`config.mk`:
```
export PLATFORM = sky130hd
export DESIGN_NAME = fetch_unit
export DESIGN_NICKNAME = d
export VERILOG_FILES = /design/src/rtl/fetch_pkg.sv /design/src/rtl/fetch_imem.sv /design/src/rtl/fetch_unit.sv
export SDC_FILE = /design/constraint.sdc
export NUM_CORES = 2
export LEC_CHECK = 0
export BUFFER_PORTS_ARGS = -buffer_cell sky130_fd_sc_hd__buf_4
export CORE_MARGIN = 2
export CORE_UTILIZATION = 42
export CTS_CLUSTER_SIZE = 10
export DETAILED_ROUTE_END_ITERATION = 6
export PLACE_DENSITY_LB_ADDON = 0.3
export SLEW_MARGIN = 10
export SYNTH_ARGS = -nofsm -noshare
export SYNTH_HDL_FRONTEND = slang
export SYNTH_SLANG_ARGS = --single-unit
```
`constraint.sdc`:
```
create_clock -name clock -period 6.3 [get_ports clock]
set_input_delay 0.63 -clock clock [delete_from_list [all_inputs] [get_ports clock]]
set_output_delay 0.63 -clock clock [all_outputs]
set_load 0.05 [all_outputs]
```
`src/rtl/fetch_pkg.sv`:
```
// Shared definitions for the instruction fetch unit: FSM states and default sizes.
package fetch_pkg;

    typedef enum logic {
        FETCH = 1'b0,
        HALT  = 1'b1
    } fetch_state_t;

    localparam int DEFAULT_XLEN       = 32;
    localparam int DEFAULT_IMEM_DEPTH = 128;

endpackage

```
`src/rtl/fetch_imem.sv`:
```
// Instruction memory: one synchronous write port, one asynchronous read port.
module fetch_imem
    import fetch_pkg::*;
#(
    parameter int XLEN       = DEFAULT_XLEN,
    parameter int IMEM_DEPTH = DEFAULT_IMEM_DEPTH
) (
    input  logic                          clock,
    input  logic                          we,
    input  logic [$clog2(IMEM_DEPTH)-1:0] waddr,
    input  logic [XLEN-1:0]               wdata,
    input  logic [$clog2(IMEM_DEPTH)-1:0] raddr,
    output logic [XLEN-1:0]               rdata
);

    logic [XLEN-1:0] mem [IMEM_DEPTH];

    // No reset on the array: contents survive reset and are only set by preload writes.
    always_ff @(posedge clock) begin
        if (we) begin
            mem[waddr] <= wdata;
        end
    end

    assign rdata = mem[raddr];

endmodule

```
`src/rtl/fetch_unit.sv`:
```
// Instruction fetch stage: walks pc through imem, fills IF_ID, honours stalls and redirects,
// and parks in HALT when pc runs off the end of memory or a redirect leaves it.
module fetch_unit
    import fetch_pkg::*;
#(
    parameter int XLEN       = DEFAULT_XLEN,
    parameter int IMEM_DEPTH = DEFAULT_IMEM_DEPTH,
    parameter int RESET_PC   = 0
) (
    input  logic                          clock,
    input  logic                          reset,
    input  logic                          imem_we,
    input  logic [$clog2(IMEM_DEPTH)-1:0] imem_waddr,
    input  logic [XLEN-1:0]               imem_wdata,
    input  logic                          branch_taken,
    input  logic [XLEN-1:0]               branch_target,
    input  logic                          id_ready,
    output logic [2*XLEN-1:0]             IF_ID,
    output logic                          if_id_valid,
    output logic [XLEN-1:0]               pc,
    output logic                          halted
);

    localparam int              AW      = $clog2(IMEM_DEPTH);
    localparam logic [XLEN-1:0] DEPTH_X = XLEN'(IMEM_DEPTH);
    localparam logic [XLEN-1:0] LAST_X  = DEPTH_X - XLEN'(1);

    fetch_state_t      state, state_n;
    logic [XLEN-1:0]   pc_n;
    logic [2*XLEN-1:0] if_id_n;
    logic              valid_n;
    logic              fire;
    logic [XLEN-1:0]   instr;

    fetch_imem #(
        .XLEN       (XLEN),
        .IMEM_DEPTH (IMEM_DEPTH)
    ) u_imem (
        .clock (clock),
        .we    (imem_we),
        .waddr (imem_waddr),
        .wdata (imem_wdata),
        .raddr (pc[AW-1:0]),
        .rdata (instr)
    );

    assign fire = !if_id_valid || id_ready;

    always_ff @(posedge clock) begin
        if (!reset) begin
            state       <= FETCH;
            pc          <= XLEN'(RESET_PC);
            IF_ID       <= '0;
            if_id_valid <= 1'b0;
            halted      <= 1'b0;
        end else begin
            state       <= state_n;
            pc          <= pc_n;
            IF_ID       <= if_id_n;
            if_id_valid <= valid_n;
            halted      <= (state_n == HALT);
        end
    end

    // A redirect beats both fire and stall; in HALT only the drain of IF_ID continues.
    always_comb begin
        state_n = state;
        pc_n    = pc;
        if_id_n = IF_ID;
        valid_n = if_id_valid;
        if (branch_taken) begin
            pc_n    = branch_target;
            valid_n = 1'b0;
            state_n = (branch_target >= DEPTH_X) ? HALT : FETCH;
        end else begin
            unique case (state)
                FETCH: begin
                    if (fire) begin
                        if_id_n = {pc, instr};
                        valid_n = 1'b1;
                        pc_n    = pc + XLEN'(1);
                        if (pc == LAST_X) begin
                            state_n = HALT;
                        end
                    end
                end
                HALT: begin
                    if (if_id_valid && id_ready) begin
                        valid_n = 1'b0;
                    end
                end
                default: state_n = FETCH;
            endcase
        end
    end

endmodule

```
==> run summary <==
* met2 track demand over resource: 0.3816
* setup TNS: 0 ps
* Pint: 0.04568 W
* reported max-cap violation count: 0
* routed vias/inst: 6.270
* VDD IR-drop max: 254.8 uV
* cell area after layout: 183400 sq um
* worst slack at placement: 1494 ps
* RSZ-0062 raised after global routing: no
* Post-Synthesis Cell Area: 161100 sq um
* commonest non-fill, non-tap cell in the layout: sky130_fd_sc_hd__edfxtp_1
* critical path type: flop to flop
* Final ANT Viol Nets: 0
* cells along the critical path: buf_12, and2_2, a221o_1, a21oi_1, a221oi_1, nand2_1, o31a_1
* synthesized-area fraction occupied by ao, oa, aoi and oai cells: 0.03995
* Net Count, Synth: 7601
* root buf cell: sky130_fd_sc_hd__clkbuf_16
* min cycle time layout: 4799 ps
* starting density of the core: 0.4217
* transition at the pin with the smallest max-transition slack: 1366 ps
* cells taking the most area after synthesis: sky130_fd_sc_hd__edfxtp_1 76%, sky130_fd_sc_hd__mux4_2 12%, sky130_fd_sc_hd__mux2i_1 3.0%, sky130_fd_sc_hd__dfxtp_1 1.2%, sky130_fd_sc_hd__a221oi_1 0.73%
* # clock sinks: 4194
* number of placed instances with taps included: 12640
* Worst Setup End Kind: flop
* power spent charging and discharging nets: 0.01319 W
* most area-hungry cell type in the Yosys netlist: sky130_fd_sc_hd__edfxtp_1
* routing usage on met3: 0.04857
* category of the worst setup path launch point: flop
* net total in the final layout: 8177
* die span in y: 623.3 um
* Worst Hold Class: input port to flop
* DP HPWL: 280700 um
* cell count along the critical path: 7
* clock transition time at the flip-flop clock pins of the worst setup and hold paths: 60 ps
* Ys Warns: 0
* Synth cell types: 67
* sum of internal, switching and leakage power: 0.05887 W
* Worst R2R Path Depth: 7
* largest net degree at the start of global routing: 143
* number of synthesized flops with an enable pin: 4096
* worst hold stages: 3
* first drt pass iteration count: 7
* maximum buffer depth of the clock tree: 4
* fin. max-slew vios: 0
* final count of negative-setup-slack endpoints: 0
* sum of overflow across all layers after global routing: 0
* number of antenna violations at the first check in global routing: 51
* via count of the first global-routing pass: 82780
* TritonCTS clock tree: built
* grt met1 use: 0.3273
* Die Area: 388500 sq um
* floorplan core area: 382000 sq um
* Gate Count Post-Synth: 7524
* area share of xor/xnor cells in the synthesized design: 0.001685
* leakage dissipation: 56.18 nW
* Clk Latency, worst-skew pair: 990 ps
* post-synthesis share of cell area spent on and, or, nand and nor gates: 0.01689
* Via Count: 83780
* register bit total from synthesis: 4194
* final worst-path cycle share: 0.7617
* areal power density over the cells: 321.0 nW/um^2
* Worst path top cell family by delay: compound AO/OA/AOI/OAI gates
* Combinational Power Share: 0.070
* global-route wire length before repair: 654100 um
* die span in x: 623.3 um
* post-CTS resize count: 0
* Tot GR Track Use: 0.2388
* fin cells: 13360
* Final Hold Vio Count: 0
* routability-driven placement congestion ratio: 0.8675
* H-tree lvl count: 5
* relative max-transition margin: 0.08138
* routed wire length: 472500 um
* clock share of power: 0.405
* status: finished with violations
* number of core rows: 227
* clock buffers created by TritonCTS: 463
* cell with the largest stage delay on the worst path: sky130_fd_sc_hd__and2_2
* peak-usage layer in the global routing report: met2
* area fraction of the dominant cell type after synthesis: 0.7635
* mean cell area of the mapped netlist: 21.41 sq um
* proportion of layout cells with a drive suffix above 1: 0.2468
* worst-path fanout max: 58
* achievable frequency: 208.4 MHz
* largest family of logic cells by synthesized area: multiplexers
* most frequent cells in the layout: 4096 x sky130_fd_sc_hd__edfxtp_1, 846 x sky130_fd_sc_hd__mux4_2, 489 x sky130_fd_sc_hd__mux2i_1
* multiplexer share of the synthesized area: 0.1487
* share of the yosys chip area belonging to registers: 0.7757
* data required time at the worst endpoint: 7170 ps
* signal arrival time at the worst endpoint: 5670 ps
* Port Buf Inserts: 173
* placed cell area: 170300 sq um
* primary flip-flop cell chosen by synthesis mapping: sky130_fd_sc_hd__edfxtp_1
* Routed WL per cell: 35.36 um
* Seq pwr share: 0.526
* post-synthesis share of cell area spent on full adders, half adders and majority gates: 0.00007767
* switching power as a share of total power: 0.2241
* count of buffer and inverter cells on the critical path: 1
* number of I/O pins: 174
* Clock Skews: 54.43 ps
* Async S/R FF share, synth: 0
* Starting DRT DRC Count: 11870
* worst setup margin: 1501 ps
* drc violations: 1
* violated checks: design-rule violations
* Critical Path Max Stage Delay: 1010 ps
* Area growth, synth to finish: 13.87%
## cell families (layout without fill, tap and decap cells)
family	after synthesis	count (layout)
adder cells (fa/ha/maj)	1	1
buffers and inverters	461	1222
flip-flops	4194	4194
XOR/XNOR	31	31
AO/OA/AOI/OAI	885	885
multiplexers	1335	1335
other	0	38
AND/OR/NAND/NOR	617	617
## final timing paths
kind         slack (ps)             start         to
max reg2reg        1500             pc[1]  IF_ID[21]
max                1500             pc[1]  IF_ID[21]
min reg2reg         460         IF_ID[39]  IF_ID[39]
min                  80  branch_target[2]      pc[2]
## synth_stat cells (all sizes together) (12+ instances only)
cell       n
edfxtp  4096
clkbuf   197
a221o     65
a21oi    147
a31oi     26
nor3      42
mux4     846
a22oi    122
a32oi     12
o22ai     93
dfxtp     98
mux2i    489
nand2b    20
a211oi    50
nand2    196
nand4     21
xor2      15
nor2b     12
nor2     229
o21ai     94
inv       18
xnor2     16
a22o      27
a221oi   141
o31ai     14
a211o     12
nor4      27
nand3     44
buf      245
## timing repair
action                                  4_1_cts  5_1_grt
endpoints found under the setup margin        0        0
hold buffers                                 27        0
setup buffers                                 0        0
endpoints found under the hold margin        27        0
## state kept, by name, summed over array words and instances, names as in the netlist
| signal | cells |
|---|---|
| if_id_valid | 1 |
| u_imem.mem | 4096 |
| pc | 32 |
| IF_ID | 64 |
| state | 1 |
## cell type report
cell class	instances	area, sq um
fill	30610	198600
sequential	4194	125000
multi-input combinational	2869	34480
clock buffer	620	12330
tap	5038	6304
timing repair buffer	553	4712
clock inverter	30	444.2
antenna	38	95.09
inverter	19	86.33
## power groups by stage
stage | Combinational, W | Clock [W] | Sequential [W]
2_1_floorplan | 0.00223 | 0 | 0.0315
3_3_place_gp | 0.00401 | 0 | 0.0315
3_5_place_dp | 0.00407 | 0 | 0.0315
6_report | 0.00410 | 0.0238 | 0.0310
5_1_grt | 0.00426 | 0.0252 | 0.0309
4_1_cts | 0.00409 | 0.0241 | 0.0309
## metal layers
metal,vias to the layer above,part of all wire
li1,32910,-
met1,45300,0.39
met2,4846,0.48
met3,711,0.10
met4,14,0.036
met5,-,0.00019
## through the flow
stage,hold WS (ps),util
finish,75.57,0.4802
global route,55.55,0.4801
CTS,2.682,0.4798
detailed placement,449.8,0.4457
global placement,443.6,0.4454
floorplan,671.9,-
## worst reg2reg max path: stages, from the launching register on
cell and delay [ps]:
sky130_fd_sc_hd__dfxtp_4 950, sky130_fd_sc_hd__buf_12 460, sky130_fd_sc_hd__and2_2 1110, sky130_fd_sc_hd__a221o_1 330, sky130_fd_sc_hd__a21oi_1 120, sky130_fd_sc_hd__a221oi_1 840
sky130_fd_sc_hd__nand2_1 490, sky130_fd_sc_hd__o31a_1 400
Note: power is estimated with default switching activity, not from simulation.
